===== src/rtl/fpu_instr_issue_pkg.sv =====
// rtl/fpu_instr_issue_pkg.sv - shared states, opcodes and limits for the FPU issue sequencer
// Optional watchdog limit is used only when FPU_ISSUE_TIMEOUT_EN is defined.
package fpu_instr_issue_pkg;

   typedef enum logic [2:0] {
      ST_IDLE     = 3'd0,
      ST_FETCH    = 3'd1,
      ST_EXEC_INT = 3'd2,
      ST_EXEC_CSR = 3'd3,
      ST_EXEC_FP  = 3'd4,
      ST_DONE     = 3'd5
   } state_t;

   localparam logic [6:0] OP_IMM   = 7'b0010011;
   localparam logic [6:0] LUI      = 7'b0110111;
   localparam logic [6:0] RESET_OP = 7'b0010000;
   localparam logic [6:0] SYSTEM   = 7'b1110011;
   localparam logic [6:0] FLH      = 7'b0000111;
   localparam logic [6:0] FSH      = 7'b0100111;
   localparam logic [6:0] FMADD    = 7'b1000011;
   localparam logic [6:0] FMSUB    = 7'b1000111;
   localparam logic [6:0] FNMSUB   = 7'b1001011;
   localparam logic [6:0] FNMADD   = 7'b1001111;
   localparam logic [6:0] OP_FP    = 7'b1010011;

   localparam logic [9:0] WDOG_LIMIT = 10'd1023;

   // Maps an opcode to the execute state it needs; ST_IDLE marks an unknown opcode.
   function automatic state_t classify(input logic [6:0] opcode);
      state_t cls;
      case (opcode)
         OP_IMM, LUI, RESET_OP:                          cls = ST_EXEC_INT;
         SYSTEM:                                         cls = ST_EXEC_CSR;
         FLH, FSH, FMADD, FMSUB, FNMSUB, FNMADD, OP_FP:  cls = ST_EXEC_FP;
         default:                                        cls = ST_IDLE;
      endcase
      return cls;
   endfunction

endpackage


===== src/rtl/fpu_instr_issue_if.sv =====
// rtl/fpu_instr_issue_if.sv - host push and decode-stage signals of the FPU issue sequencer
// master drives host writes and decode feedback; slave is the sequencer.
interface fpu_instr_issue_if #(
   parameter int AW = 3
);
   logic          host_wr_en;
   logic [31:0]   host_wr_data;
   logic          host_full;
   logic [AW:0]   host_count;

   logic [31:0]   Instruction;
   logic          Activation_Signal;
   logic          fpu_active;
   logic          fpu_complete;
   logic          halt_req;
   logic          illegal_config;

   modport master (
      output host_wr_en, host_wr_data, fpu_complete, halt_req, illegal_config,
      input  host_full, host_count, Instruction, Activation_Signal, fpu_active
   );

   modport slave (
      input  host_wr_en, host_wr_data, fpu_complete, halt_req, illegal_config,
      output host_full, host_count, Instruction, Activation_Signal, fpu_active
   );

endinterface


===== src/rtl/fpu_issue_fifo.sv =====
// rtl/fpu_issue_fifo.sv - DEPTH x 32 circular instruction buffer with count/full/empty
// Pointers wrap naturally because DEPTH is a power of two; flush empties the buffer.
module fpu_issue_fifo #(
   parameter int DEPTH = 8,
   parameter int AW    = 3
) (
   input  logic          clk,
   input  logic          rst_l,
   input  logic          flush,
   input  logic          push,
   input  logic          pop,
   input  logic [31:0]   wdata,
   output logic [31:0]   rdata,
   output logic [AW:0]   count,
   output logic          full,
   output logic          empty
);

   localparam logic [AW:0] FULL_CNT = (AW + 1)'(DEPTH);

   logic [31:0]   mem [DEPTH];
   logic [AW-1:0] wr_ptr;
   logic [AW-1:0] rd_ptr;
   logic          do_push;
   logic          do_pop;

   assign full    = (count == FULL_CNT);
   assign empty   = (count == '0);
   // Fullness is judged before this cycle's pop, so a push into a full queue is dropped.
   assign do_push = push && !full;
   assign do_pop  = pop && !empty;
   assign rdata   = mem[rd_ptr];

   always_ff @(posedge clk or negedge rst_l) begin
      if (!rst_l) begin
         wr_ptr <= '0;
         rd_ptr <= '0;
         count  <= '0;
      end else if (flush) begin
         wr_ptr <= '0;
         rd_ptr <= '0;
         count  <= '0;
      end else begin
         if (do_push) wr_ptr <= wr_ptr + 1'b1;
         if (do_pop)  rd_ptr <= rd_ptr + 1'b1;
         count <= count + (AW + 1)'(do_push) - (AW + 1)'(do_pop);
      end
   end

   always_ff @(posedge clk) begin
      if (do_push && !flush) mem[wr_ptr] <= wdata;
   end

endmodule


===== src/rtl/fpu_instr_issue.sv =====
// rtl/fpu_instr_issue.sv - queues host instruction words and issues them one at a time to FPU decode
// Optional FPU_ISSUE_TIMEOUT_EN adds a watchdog that aborts a stuck FP instruction.
module fpu_instr_issue
   import fpu_instr_issue_pkg::*;
#(
   parameter int DEPTH = 8,
   parameter int AW    = 3
) (
   input  logic                 clk,
   input  logic                 rst_l,
   fpu_instr_issue_if.slave     bus,
   input  logic                 start,
   output logic                 busy,
   output logic                 done,
   output logic                 error,
   output logic [15:0]          retired_count
);

   state_t        state_q;
   state_t        state_d;
   state_t        cls;
   logic          pop;
   logic          flush;
   logic          err_set;
   logic          retire;
   logic          csr_cnt_q;
   logic [31:0]   instr_q;
   logic [31:0]   instr_d;
   logic          act_q;
   logic          fpa_q;
   logic          busy_q;
   logic          done_q;
   logic          err_q;
   logic [15:0]   ret_q;
   logic [31:0]   fifo_rdata;
   logic [AW:0]   fifo_count;
   logic          fifo_full;
   logic          fifo_empty;

`ifdef FPU_ISSUE_TIMEOUT_EN
   logic [9:0]    wdog_q;
   logic          wdog_expired;

   // Counter is held at zero outside EXEC_FP, so it starts fresh on every entry.
   always_ff @(posedge clk or negedge rst_l) begin
      if (!rst_l)                    wdog_q <= '0;
      else if (state_q == ST_EXEC_FP) wdog_q <= wdog_q + 1'b1;
      else                           wdog_q <= '0;
   end

   assign wdog_expired = (wdog_q == WDOG_LIMIT);
`endif

   fpu_issue_fifo #(
      .DEPTH (DEPTH),
      .AW    (AW)
   ) u_fifo (
      .clk   (clk),
      .rst_l (rst_l),
      .flush (flush),
      .push  (bus.host_wr_en),
      .pop   (pop),
      .wdata (bus.host_wr_data),
      .rdata (fifo_rdata),
      .count (fifo_count),
      .full  (fifo_full),
      .empty (fifo_empty)
   );

   assign cls = classify(fifo_rdata[6:0]);

   always_comb begin
      state_d = state_q;
      pop     = 1'b0;
      flush   = 1'b0;
      err_set = 1'b0;
      retire  = 1'b0;
      case (state_q)
         ST_IDLE: begin
            if (start) state_d = ST_FETCH;
         end
         ST_FETCH: begin
            if (fifo_empty) begin
               state_d = ST_DONE;
            end else if (!bus.halt_req) begin
               pop = 1'b1;
               // Unknown opcodes are consumed and flagged without leaving FETCH.
               if (cls == ST_IDLE) err_set = 1'b1;
               else                state_d = cls;
            end
         end
         ST_EXEC_INT: begin
            retire  = 1'b1;
            state_d = ST_FETCH;
         end
         ST_EXEC_CSR: begin
            if (csr_cnt_q) begin
               retire  = 1'b1;
               state_d = ST_FETCH;
            end
         end
         ST_EXEC_FP: begin
            if (bus.fpu_complete) begin
               retire  = 1'b1;
               state_d = ST_FETCH;
            end else if (bus.illegal_config) begin
               err_set = 1'b1;
               flush   = 1'b1;
               state_d = ST_IDLE;
            end
`ifdef FPU_ISSUE_TIMEOUT_EN
            else if (wdog_expired) begin
               err_set = 1'b1;
               flush   = 1'b1;
               state_d = ST_IDLE;
            end
`endif
         end
         ST_DONE: begin
            state_d = ST_IDLE;
         end
         default: begin
            state_d = ST_IDLE;
         end
      endcase
   end

   // The word register only changes on entry to or exit from an execute state.
   always_comb begin
      instr_d = '0;
      if (state_d == ST_EXEC_INT || state_d == ST_EXEC_CSR || state_d == ST_EXEC_FP) begin
         instr_d = (state_q == ST_FETCH) ? fifo_rdata : instr_q;
      end
   end

   always_ff @(posedge clk or negedge rst_l) begin
      if (!rst_l) begin
         state_q   <= ST_IDLE;
         instr_q   <= '0;
         act_q     <= 1'b0;
         fpa_q     <= 1'b0;
         busy_q    <= 1'b0;
         done_q    <= 1'b0;
         csr_cnt_q <= 1'b0;
      end else begin
         state_q   <= state_d;
         instr_q   <= instr_d;
         act_q     <= (state_d == ST_EXEC_INT);
         fpa_q     <= (state_d == ST_EXEC_FP);
         busy_q    <= (state_d != ST_IDLE);
         done_q    <= (state_d == ST_DONE);
         csr_cnt_q <= (state_q == ST_EXEC_CSR) ? ~csr_cnt_q : 1'b0;
      end
   end

   always_ff @(posedge clk or negedge rst_l) begin
      if (!rst_l) begin
         err_q <= 1'b0;
         ret_q <= '0;
      end else if (state_q == ST_IDLE && start) begin
         err_q <= 1'b0;
         ret_q <= '0;
      end else begin
         if (err_set) err_q <= 1'b1;
         if (retire && ret_q != 16'hFFFF) ret_q <= ret_q + 16'd1;
      end
   end

   assign bus.host_full         = fifo_full;
   assign bus.host_count        = fifo_count;
   assign bus.Instruction       = instr_q;
   assign bus.Activation_Signal = act_q;
   assign bus.fpu_active        = fpa_q;
   assign busy                  = busy_q;
   assign done                  = done_q;
   assign error                 = err_q;
   assign retired_count         = ret_q;

endmodule


===== src/flat_wrapper.sv =====
// flat-port wrapper written by rule: the top's interface ports become plain ports
module fpu_instr_issue_flat import fpu_instr_issue_pkg::*;
#(
   parameter int DEPTH = 8,
   parameter int AW    = 3
)
  (clk, rst_l, start, busy, done, error, retired_count, bus_host_wr_en, bus_host_wr_data, bus_fpu_complete, bus_halt_req, bus_illegal_config, bus_host_full, bus_host_count, bus_Instruction, bus_Activation_Signal, bus_fpu_active);
  fpu_instr_issue_if #(.AW(AW)) bus_i ();
  input  logic clk;
  input  logic rst_l;
  input  logic start;
  output logic busy;
  output logic done;
  output logic error;
  output logic [15:0] retired_count;
  input wire logic [$bits(bus_i.host_wr_en)-1:0] bus_host_wr_en;
  input wire logic [$bits(bus_i.host_wr_data)-1:0] bus_host_wr_data;
  input wire logic [$bits(bus_i.fpu_complete)-1:0] bus_fpu_complete;
  input wire logic [$bits(bus_i.halt_req)-1:0] bus_halt_req;
  input wire logic [$bits(bus_i.illegal_config)-1:0] bus_illegal_config;
  output wire logic [$bits(bus_i.host_full)-1:0] bus_host_full;
  output wire logic [$bits(bus_i.host_count)-1:0] bus_host_count;
  output wire logic [$bits(bus_i.Instruction)-1:0] bus_Instruction;
  output wire logic [$bits(bus_i.Activation_Signal)-1:0] bus_Activation_Signal;
  output wire logic [$bits(bus_i.fpu_active)-1:0] bus_fpu_active;
  assign bus_i.host_wr_en = bus_host_wr_en;
  assign bus_i.host_wr_data = bus_host_wr_data;
  assign bus_i.fpu_complete = bus_fpu_complete;
  assign bus_i.halt_req = bus_halt_req;
  assign bus_i.illegal_config = bus_illegal_config;
  assign bus_host_full = bus_i.host_full;
  assign bus_host_count = bus_i.host_count;
  assign bus_Instruction = bus_i.Instruction;
  assign bus_Activation_Signal = bus_i.Activation_Signal;
  assign bus_fpu_active = bus_i.fpu_active;
  fpu_instr_issue #(.DEPTH(DEPTH), .AW(AW)) u_core (.clk(clk), .rst_l(rst_l), .bus(bus_i), .start(start), .busy(busy), .done(done), .error(error), .retired_count(retired_count));
endmodule

===== config.mk =====
export PLATFORM = sky130hd
export DESIGN_NAME = fpu_instr_issue_flat
export DESIGN_NICKNAME = d
export VERILOG_FILES = /design/src/rtl/fpu_instr_issue_pkg.sv /design/src/rtl/fpu_instr_issue_if.sv /design/src/rtl/fpu_issue_fifo.sv /design/src/rtl/fpu_instr_issue.sv /design/src/flat_wrapper.sv
export SDC_FILE = /design/constraint.sdc
export NUM_CORES = 1
export LEC_CHECK = 0
export CAP_MARGIN = 10
export CORE_UTILIZATION = 34
export CTS_CLUSTER_SIZE = 24
export DETAILED_ROUTE_END_ITERATION = 10
export PLACE_DENSITY = 0.56
export SYNTH_ARGS = -nofsm -noshare
export SYNTH_HDL_FRONTEND = slang
export SYNTH_HIERARCHICAL = 1
export SYNTH_SLANG_ARGS = --single-unit
export TNS_END_PERCENT = 1

===== constraint.sdc =====
create_clock -name clk -period 5.1 [get_ports clk]
set_input_delay 0.51 -clock clk [delete_from_list [all_inputs] [get_ports clk]]
set_output_delay 0.51 -clock clk [all_outputs]
set_load 0.02 [all_outputs]

### Word level (Yosys, flattened, before mapping)

Memory sizes are Yosys's and may differ from the RTL's.
Cells that the tools add are included.

| word-level totals | value |
|---|---|
| flip-flop bits (word level) | 67 |
| latch bits | 0 |
| memory bits (writable) | 256 |
| ROM bits | 0 |
| output and inout port bits | 58 |
| logic and storage cells | 97 |
| memories kept | 1 |

| operators by class | value |
|---|---|
| add/sub/neg operators | 5 |
| multiply operators | 0 |
| divide/modulo/power cells | 0 |
| order comparisons | 0 |
| equality and inequality tests | 22 |
| shift operators | 0 |
| mux-type cells | 36 |
| bitwise gates (word level) | 1 |
| reduce and logical (&&, ||, !) cells | 20 |

Memories:

| memory | words | width | read ports | clocked after memory_dff | wr ports | RTL line | text |
|---|---|---|---|---|---|---|---|
| u_core.u_fifo.mem | 8 | 32 | 1 | 0 | 1 | fpu_issue_fifo.sv:21 | `logic [31:0] mem [DEPTH];` |

Operators with widths:

| kind | count |
|---|---|
| $mux W32 | 2 |
| $eq A7 B7 Y1 const B | 6 |
| $mux W3 | 11 |
| $mux W16 | 2 |
| $add A16 B1 Y16 const B | 1 |
| $mux W1 | 16 |
| $ne A16 B16 Y1 const B | 1 |
| $pmux W3 S5 | 1 |
| $eq A7 B5 Y1 const B | 2 |
| $eq A7 B6 Y1 const B | 2 |
| $eq A3 B2 Y1 const B | 4 |
| $eq A3 B3 Y1 const B | 3 |
| $pmux W3 S3 | 1 |
| $reduce_bool A2 Y1 | 4 |
| $eq A7 B3 Y1 const B | 1 |
| $reduce_or A7 Y1 | 1 |
| $add A3 B1 Y3 const B | 2 |
| $logic_not A3 Y1 | 2 |
| $logic_and A1 B1 Y1 | 5 |
| $add A4 B1 Y4 | 1 |
| $eq A4 B4 Y1 const B | 1 |
| $logic_not A4 Y1 | 1 |
| $mux W4 | 1 |
| $sub A4 B1 Y4 | 1 |
| other kinds (9) | 12 |

### Logic depth before layout (Yosys ltp)

Gate-level depths: netlist of the first run.
An unclocked memory read counts as a cell.

| depth | value |
|---|---|
| depth in word-level cells | 13 |
| depth in mapped cells | 11 |
| mapped depth without buffers | 11 |

### Modules after synthesis

Netlist of the first run, hierarchy kept.

By module, submodules not included:

| module | instances | cells an instance | area each (µm²) |
|---|---|---|---|
| fpu_issue_fifo | 1 | 444 | 10281.1 |
| fpu_instr_issue | 1 | 283 | 2661.3 |

### Worst setup path before layout of the first run

Ideal clock, no wire load.

| timing path | value |
|---|---|
| path kind | reg2reg |
| start point | register u_core.u_fifo.count[2] |
| end point | memory u_core.u_fifo.mem[0][0], enable pin |
| data arrival time | 3.790 ns |
| required time | 4.639 ns |
| path slack | 0.849 ns |
| stages on the path, launching flop included | 7 |
| path buffers | 0 |
| period minus slack after synthesis | 4.251 ns |
| path through | dfrtp_1 -> inv_1 -> ha_1 -> or3b_1 -> inv_1 -> or4_1 -> nor3_1 |

| between the ends | value |
|---|---|
| longest elaborated chain between the ends | 6 |

Ends and longest elaborated chain:

| element | RTL line | text |
|---|---|---|
| start, declared | fpu_issue_fifo.sv:14 | `output logic [AW:0] count,` |
| start signal, assigned | fpu_issue_fifo.sv:46 | `count <= count + (AW + 1)'(do_push) - (AW + 1)'(do_pop);` |
| $eq A4 B4 Y1 | fpu_issue_fifo.sv:27 | `assign full = (count == FULL_CNT);` |
| named net bus_host_full | flat_wrapper.sv:21 | `output wire logic [$bits(bus_i.host_full)-1:0] bus_host_full;` |
| $logic_not A1 Y1 | fpu_issue_fifo.sv:30 | `assign do_push = push && !full;` |
| $logic_and A1 B1 Y1 | fpu_issue_fifo.sv:30 |  |
| $logic_and A1 B1 Y1 | fpu_issue_fifo.sv:51 | `if (do_push && !flush) mem[wr_ptr] <= wdata;` |
| $mux W1 | fpu_issue_fifo.sv:51 |  |
| $mux W1 (implied by the code) | fpu_issue_fifo.sv:51 |  |
| end, declared | fpu_issue_fifo.sv:21 |  |

The timed path passes the listed nets, and every way through them passes these cells.

### Worst setup path after layout of the first run

| timing path | value |
|---|---|
| start point | register u_core.u_fifo.rd_ptr[1] |
| end point | register u_core.instr_q[24] (netlist: u_core/bus.Instruction[24]) |

| between the ends | value |
|---|---|
| longest elaborated chain between the ends | 13 |
| elaborated cells between the ends (all ways) | 28 |
| those cells by class | eq/ne: 15; mux: 7; reduce/logical: 5; memory: 1 |

Ends and longest elaborated chain:

| element | RTL line | text |
|---|---|---|
| start, declared | fpu_issue_fifo.sv:23 | `logic [AW-1:0] rd_ptr;` |
| start signal, assigned | fpu_issue_fifo.sv:45 | `if (do_pop) rd_ptr <= rd_ptr + 1'b1;` |
| $mem_v2 Z8 W32 (*) | -- |  |
| named net u_core.fifo_rdata[5] | fpu_instr_issue.sv:35 | `logic [31:0] fifo_rdata;` |
| $eq A7 B3 Y1, or another cell as far along | fpu_instr_issue_pkg.sv:31 | `case (opcode)` |
| $reduce_or A7 Y1 or $reduce_or A3 Y1 (tied branches) | fpu_instr_issue_pkg.sv:31 |  |
| $pmux W3 S3 (*) | fpu_instr_issue_pkg.sv:31 |  |
| $logic_not A3 Y1 | fpu_instr_issue.sv:88 | `if (cls == ST_IDLE) err_set = 1'b1;` |
| $mux W3 (*) | fpu_instr_issue.sv:88 |  |
| $mux W3 (*) | fpu_instr_issue.sv:85 | `end else if (!bus.halt_req) begin` |
| $mux W3 (*) | fpu_instr_issue.sv:83 | `if (fifo_empty) begin` |
| $pmux W3 S5 (*) | fpu_instr_issue.sv:78 | `case (state_q)` |
| named net u_core.state_d[2] | fpu_instr_issue.sv:20 | `state_t state_d;` |
| $eq A3 B2 Y1 | fpu_instr_issue.sv:131 | `if (state_d == ST_EXEC_INT \|\| state_d == ST_EXEC_CSR \|\| state_d == ST_EXEC_FP) begin` |
| $logic_or A1 B1 Y1 | fpu_instr_issue.sv:131 |  |
| $logic_or A1 B1 Y1 (*) | fpu_instr_issue.sv:131 |  |
| $ne A2 B2 Y1 (no source line) or $mux W32 (tied branches) | -- |  |
| end signal, assigned | fpu_instr_issue.sv:147 | `instr_q <= instr_d;` |
| end, declared | fpu_instr_issue.sv:27 | `logic [31:0] instr_q;` |

Mark *: on every way through the listed nets, which the timed path passes. The rest lies on a longest branch. The select of a mux whose other input is x is not followed.
A chain may end at the register's enable or synchronous reset.

==> impl_results.md, run 1 <==
- Net Sw Frac: 0.317
- Max_cap viols: 0
- DRT Wirelength: 28100 um
- Max incr delay on CP: 760 ps
- Crit path kind: reg2reg
- Clock root cell: clkbuf_16
- Met3 WL: 1310 um
- Run status: finished, final reports clean
- WL met2: 13400 um
- Ys Warns: 6
- Worst Setup End Kind: register
- # diodes: 0
- Gate power share: 0.317
- CTS tree: yes
- Post-synthesis async set-or-reset flop share: 0.207
- Global-route wire length before repair: between 40000 and 50000 um
- Pin slew with the least headroom to its limit: 931 ps
- First drt pass iteration count: 4
- # resized after CTS: 0
- Met1 WL: between 10000 and 15000 um
- Cts bufs inserted: 36
- Post-CTS setup buffers: 0
- Cell Area, Synth: 0.0129 sq mm
- Top FF cell, synth: edfxtp_1
- Cell Int Power: 6130 uW
- Sequential area share after synthesis: 0.724
- Layout cells sized above 1: 0.213
- Layout Nets: around 900
- Seq pwr share: 0.404
- Vias in the first global route: 7025
- CP Max Fanout: 25
- Largest net degree at the start of global routing: 68
- # DRC: 0
- Crit start category: register
- Initial core utilization: 0.344
- FMAX: 273 MHz
- Distinct cell type count after synthesis: 59
- Minimum clock period: about 3700 ps
- Num ports: 97
- Post-route cell area: 0.0158 sq mm
- Htree depth: 2
- Post-route setup slack: 1430 ps
- Hold Path Class: in2async
- CP arrival: 4100 ps
- Via count: 6804
- Critical-path cell list: buf_4, mux4_2, mux2_2, nor4b_1, o311ai_0, o22ai_1, a211oi_4, buf_12, a21oi_1
- DRT iter0 DRCs: 405
- Buf/Inv on CP: 2
- Clock skew: around 24 ps
- Area Growth Syn to Fin: 21.7%
- Area after DPL: 0.0146 sq mm
- Gr usage total: 0.148
- Max-slew violation count: 0
- Leak pwr: 0.00538 uW
- Post-Syn Area per Cell: 17.8 sq um
- Wirelength per Cell: 20.3 um
- Post-synth EDFFs: about 260
- Number of rows in the core area: 71
- Worst path required time: around 5500 ps
- Max layer used: met5
- Cts hold-fix bufs: 0
- Final HPWL DP: roughly 17000 um
- Die width: between 150 and 200 um
- Commonest non-fill, non-tap cell in the layout: edfxtp_1
- I/O Buffers: 96
- Pre-CTS WS: between 1000 and 1500 ps
- Pwr/cell area: 570 mW/mm^2
- CP top delay family: compound AO/OA/AOI/OAI gates
- Core region area: 0.0376 sq mm
- RD Place Congestion: 0.780
- Setup-failing EPs final: 0
- RSZ-0062 raised after global routing: no
- Clock-pin transition on the worst setup and hold timing paths: 60 ps
- Worst-Skew Late Latency: between 500 and 600 ps
- Net Switching: 2840 uW
- Final hold violations: 0
- Die area: 0.0389 sq mm
- Initial antenna violation count: 1
- Setup_tns: 0 ps
- Routed vias/inst: 4.91
- Peak VDD IR: 0.240 mV
- Clock sink count: 323
- Cells after Synth: just over 700
- Slowest-stage cell, CP: dfrtp_4
- Bufs on Longest Clock Path: 3
- DRT antenna net count: 0
- Congestion Overflow GR: 0
- Die H: 197 um
- Syn_nets: 776
- Worst slew margin: 0.379
- Most frequent cells in the layout: edfxtp_1 (256), clkdlybuf4s50_1 (95), nand2_1 (82)
- Clock power frac: 0.279
- Fin crit share: 0.720
- #FFs+latches synth: 323
## worst reg2reg max path, stage by stage, from the launching register on
cell and delay, ps:
dfrtp_4 760, buf_4 370, mux4_2 520, mux2_2 350, nor4b_1 350, o311ai_0 250
o22ai_1 420, a211oi_4 200, buf_12 230, a21oi_1 130
## cell type report
cell class	instances	area, sq um
clock buffers	49	980
inverters	12	45.0
multi-input cells	360	3430
well taps	511	639
clock inverters	15	166
fillers	3345	21800
flip-flops and latches	323	9370
repair buffers	116	1120
## power by group through the flow
stage	clock, uW	sequential, uW	combinational [uW]
finish	2500	3620	2850
CTS	2570	3640	2900
global placement	0	3680	2870
floorplan	0	3650	1920
detailed placement	0	3690	2890
global route	2680	3680	3090
## Yosys cell counts (all sizes together) (2+ instances only)
library cell	count	area share
a21oi	43	0.017
nor3b	2	0.0012
o31a	2	0.0014
clkbuf	18	0.0052
a41o	2	0.0015
and4b	2	0.0015
nor3	8	0.0031
buf	14	0.0085
edfxtp	256	0.59
mux2i	5	0.0039
a2111oi	3	0.0020
and2	4	0.0019
dfrtp	67	0.13
mux2	33	0.029
or3b	2	0.0014
nand2b	5	0.0024
a31o	3	0.0020
nand2	82	0.024
or4	3	0.0020
nor4	3	0.0019
xnor2	7	0.0047
or3	5	0.0024
ha	9	0.0087
mux4	64	0.11
o211a	2	0.0015
nor2	23	0.0067
a31oi	3	0.0015
inv	12	0.0035
a211oi	2	0.0019
nor4b	3	0.0020
nor2b	8	0.0039
nand3	8	0.0035
o21ai	6	0.0023
## sequential cells by signal (all words and copies together) (netlist names)
name,flops
u_core/u_fifo/mem,256
u_core/bus.Instruction,32
u_core/retired_count,16
u_core/u_fifo/count,4
u_core/state_q,3
u_core/u_fifo/rd_ptr,3
u_core/u_fifo/wr_ptr,3
u_core/bus.Activation_Signal,1
u_core/bus.fpu_active,1
u_core/busy,1
u_core/csr_cnt_q,1
u_core/done,1
u_core/error,1
## metrics by stage
step                       util  power [uW]  std cells  hold WS [ps]
after floorplan               -        5560        727           214
after global placement    0.389        6550       1322           487
after detailed placement  0.389        6580       1322           495
after CTS                 0.419        9110       1386           179
after global routing      0.419        9460       1386           223
final                     0.419        8970       1386           147
## kinds of logic (layout without fill, tap and decap cells)
family / after synthesis / count (layout) / synth area share
AO/OA/AOI/OAI: 74 / 74 / 0.0364
XOR/XNOR: 8 / 8 / 0.00541
adder cells (fa/ha/maj): 10 / 10 / 0.0102
buffers and inverters: 44 / 192 / 0.0172
flip-flops: 323 / 323 / 0.724
multiplexers: 102 / 102 / 0.145
AND/OR/NAND/NOR: 166 / 166 / 0.0627
## path summary, 6_finish.rpt
check	from	end	slack (ps)	depth (start not counted)
worst max-delay path	u_core/u_fifo/rd_ptr[1]	u_core/bus.Instruction[24]	1430	9
worst min-delay path	rst_l	u_core/bus.Instruction[12]	150	1
worst max register to register	u_core/u_fifo/rd_ptr[1]	u_core/bus.Instruction[24]	1430	9
worst min register to register	u_core/csr_cnt_q	u_core/csr_cnt_q	500	1
max in group asynchronous	rst_l	u_core/u_fifo/rd_ptr[1]	4250	1
min in group clk	u_core/csr_cnt_q	u_core/csr_cnt_q	500	1
## layer usage
| metal | global-route usage | up-vias |
|---|---|---|
| li1 | - | 3094 |
| met1 | 0.203 | 3518 |
| met2 | 0.243 | 150 |
| met3 | 0.0285 | 40 |
| met4 | 0.0330 | 2 |
| met5 | 0 | - |
(Power assumes the default switching activity.)
==> run 2, diff against run 1 <==
==> constraint.sdc (replaced) <==
create_clock -name clk -period 3.5 [get_ports clk]
set_input_delay 0.35 -clock clk [delete_from_list [all_inputs] [get_ports clk]]
set_output_delay 0.35 -clock clk [all_outputs]
set_load 0.02 [all_outputs]
==> run 2 against run 1 <==
The flow now finishes with violations (hold timing). Global-route usage rose by 0.13 points. Total power up 50%. Design area grew 2.0%. Sequential power rose by 43%. Fmax grew 12%. Register-to-register slack worse by 1200 ps. Sequential cell count unchanged. Via count increased by 0.54%. Die area did not move. Critical path depth rose by 2. Combinational power is 56% higher. Critical path type unchanged. Critical endpoint is now u_core/bus.Instruction[30].
==> impl_results.md, run 2 (same netlist as run 1, synthesis figures left out) <==
- Run status: finished with violations
- Failing checks: hold timing
- DRT iter0 DRCs: 415 (+2.5%)
- Layout cells sized above 1: 0.233 (+0.0204)
- Max-slew violation count: 0 (unchanged)
- Worst-Skew Late Latency: 530 ps (about the same)
- Slowest-stage cell, CP: mux4_2
- Peak VDD IR: 0.393 mV (+64%)
- Congestion Overflow GR: 0 (unchanged)
- Gr usage total: 0.149 (+0.00129)
- Worst slew margin: 0.361 (-0.0189)
- Final HPWL DP: 16500 um (-1.3%)
- Leak pwr: 0.00553 uW (+2.9%)
- CP Max Fanout: 16 (-36%)
- Largest net degree at the start of global routing: 68 (unchanged)
- Most frequent cells in the layout: edfxtp_1 (256), clkdlybuf4s50_1 (95), nand2_1 (82)
- # diodes: 0 (unchanged)
- Clock root cell: clkbuf_16
- Crit path kind: reg2reg
- Fin Hold WS: -36.5 ps (-184 ps)
- CTS tree: yes
- Area Growth Syn to Fin: 24.2%
- Core region area: 0.0376 sq mm (unchanged)
- Fin crit share: 0.936 (+0.216)
- CP arrival: 3710 ps (-390 ps)
- Global-route wire length before repair: 43500 um (+1.1%)
- Pin slew with the least headroom to its limit: 959 ps (+28.4 ps)
- Num ports: 97 (unchanged)
- Clock-pin transition on the worst setup and hold timing paths: 60 ps (about the same)
- Final hold violations: 18 (+18)
- First drt pass iteration count: 4 (unchanged)
- Initial antenna violation count: 2 (+1)
- Minimum clock period: 3270 ps (-395 ps)
- Clock skew: 26.5 ps (+2.38 ps)
- Crit start category: register
- Wirelength per Cell: 19.8 um (-2.1%)
- Max incr delay on CP: 510 ps (-250 ps)
- Number of rows in the core area: 71 (unchanged)
- Cts bufs inserted: 37 (+2.8%)
- Worst path required time: 3930 ps (-1600 ps)
- Critical-path cell list: buf_4, mux4_2, mux2_2, buf_4, nor4b_1, o311ai_0, o22ai_1, a211oi_4, buf_12, buf_12, a21oi_1
- Biggest register: u_core/u_fifo/mem
- Die width: 197 um (unchanged)
- Die H: 197 um (unchanged)
- Layout Nets: 914 (+1.8%)
- Setup_tns: 0 ps (unchanged)
- Post-route cell area: 0.0161 sq mm (+2.0%)
- Worst Setup End Kind: register
- Hold Path Class: in2async
- Setup-failing EPs final: 0 (unchanged)
- DRT Wirelength: 27800 um (-0.84%)
- Bufs on Longest Clock Path: 3 (unchanged)
- Via count: 6841 (+0.54%)
- RD Place Congestion: 0.793 (+1.7%)
- DRT antenna net count: 0 (unchanged)
- # DRC: 0 (unchanged)
- I/O Buffers: 96 (unchanged)
- Max_cap viols: 0 (unchanged)
- Inst Count DP: 1334 (+0.91%)
- Htree depth: 2 (unchanged)
- Max reg flops: 256 (unchanged)
- Initial core utilization: 0.344 (unchanged)
- Fin cells: 1404 (+1.3%)
- RSZ-0062 raised after global routing: no
- FMAX: 305 MHz (+12%)
- Routed vias/inst: 4.87 (-0.75%)
- Commonest non-fill, non-tap cell in the layout: edfxtp_1
- Final Util: 0.428 (+0.00852)
- Die area: 0.0389 sq mm (unchanged)
- Vias in the first global route: 7239 (+3.0%)
- Clock sink count: 323 (unchanged)
- Pwr/cell area: 838 mW/mm^2 (+47%)
- Area after DPL: 0.0148 sq mm (+1.5%)
## run 2: cell count changes in the layout (fill, tap and decap cells not counted), moves of 2 or more
| cell | before | now |
|---|---|---|
| buf_12 | 1 | 12 |
| clkinv_2 | 1 | 8 |
| clkbuf_8 | 3 | 1 |
| clkbuf_1 | 10 | 7 |
| bufinv_16 | 3 | 5 |
| buf_4 | 20 | 24 |
## run 2: stage by stage
stage | power, uW | hold slack [ps] | setup slack, ps
2_1_floorplan | 8110 | 54.4 | -433
3_3_place_gp | 9700 | 487 | 86.0
3_5_place_dp | 9740 | 491 | 16.2
4_1_cts | 13600 | 24.4 | 8.00
5_1_grt | 14200 | 13.5 | 8.62
6_report | 13500 | -36.5 | 225
## run 2: final timing paths
check	start	endpoint	slack [ps]	cells past startpoint
worst min-delay path	rst_l	u_core/bus.Instruction[4]	-40	1
max in group asynchronous	rst_l	u_core/u_fifo/rd_ptr[1]	2800	1
worst max-delay path	u_core/u_fifo/rd_ptr[1]	u_core/bus.Instruction[30]	230	11
worst min register to register	u_core/csr_cnt_q	u_core/csr_cnt_q	490	1
min in group clk	u_core/csr_cnt_q	u_core/csr_cnt_q	490	1
worst max register to register	u_core/u_fifo/rd_ptr[1]	u_core/bus.Instruction[30]	230	11
## run 2: area by class of cell
class	instances	area, sq um
well taps	511	639
clock inverters	22	238
fillers	3369	21500
inverters	12	45.0
repair buffers	131	1370
flip-flops and latches	323	9370
multi-input cells	360	3440
clock buffers	45	966
## run 2: per-layer routing
metal | GRT usage | routed length [um] | vias to the layer above
met5 | 0 | 13 | -
met2 | 0.242 | 13200 | 158
met3 | 0.0290 | 1300 | 49
met4 | 0.0442 | 669 | 2
li1 | - | - | 3127
met1 | 0.203 | 12600 | 3505
## run 2: worst max-delay path, delay by kind of cell, from the launching register on
kind	cells	cell delay, ps
AO/OA/AOI/OAI	4	790
buffers and inverters	4	700
flip-flops	1	490
multiplexers	2	810
AND/OR/NAND/NOR	1	390
## run 2: what timing repair did
action | 4_1_cts | 5_1_grt
endpoints found under the setup margin | 2 | 18
pin swaps | 1 | 1
resized for setup | 0 | 1
buffers inserted | 0 | 3
hold buffers | 0 | 0
## run 2: power breakdown
part	switching (uW)	internal, uW
Clock	1490	2330
Sequential	344	4840
Combinational	2360	2100
Total	4200	9270
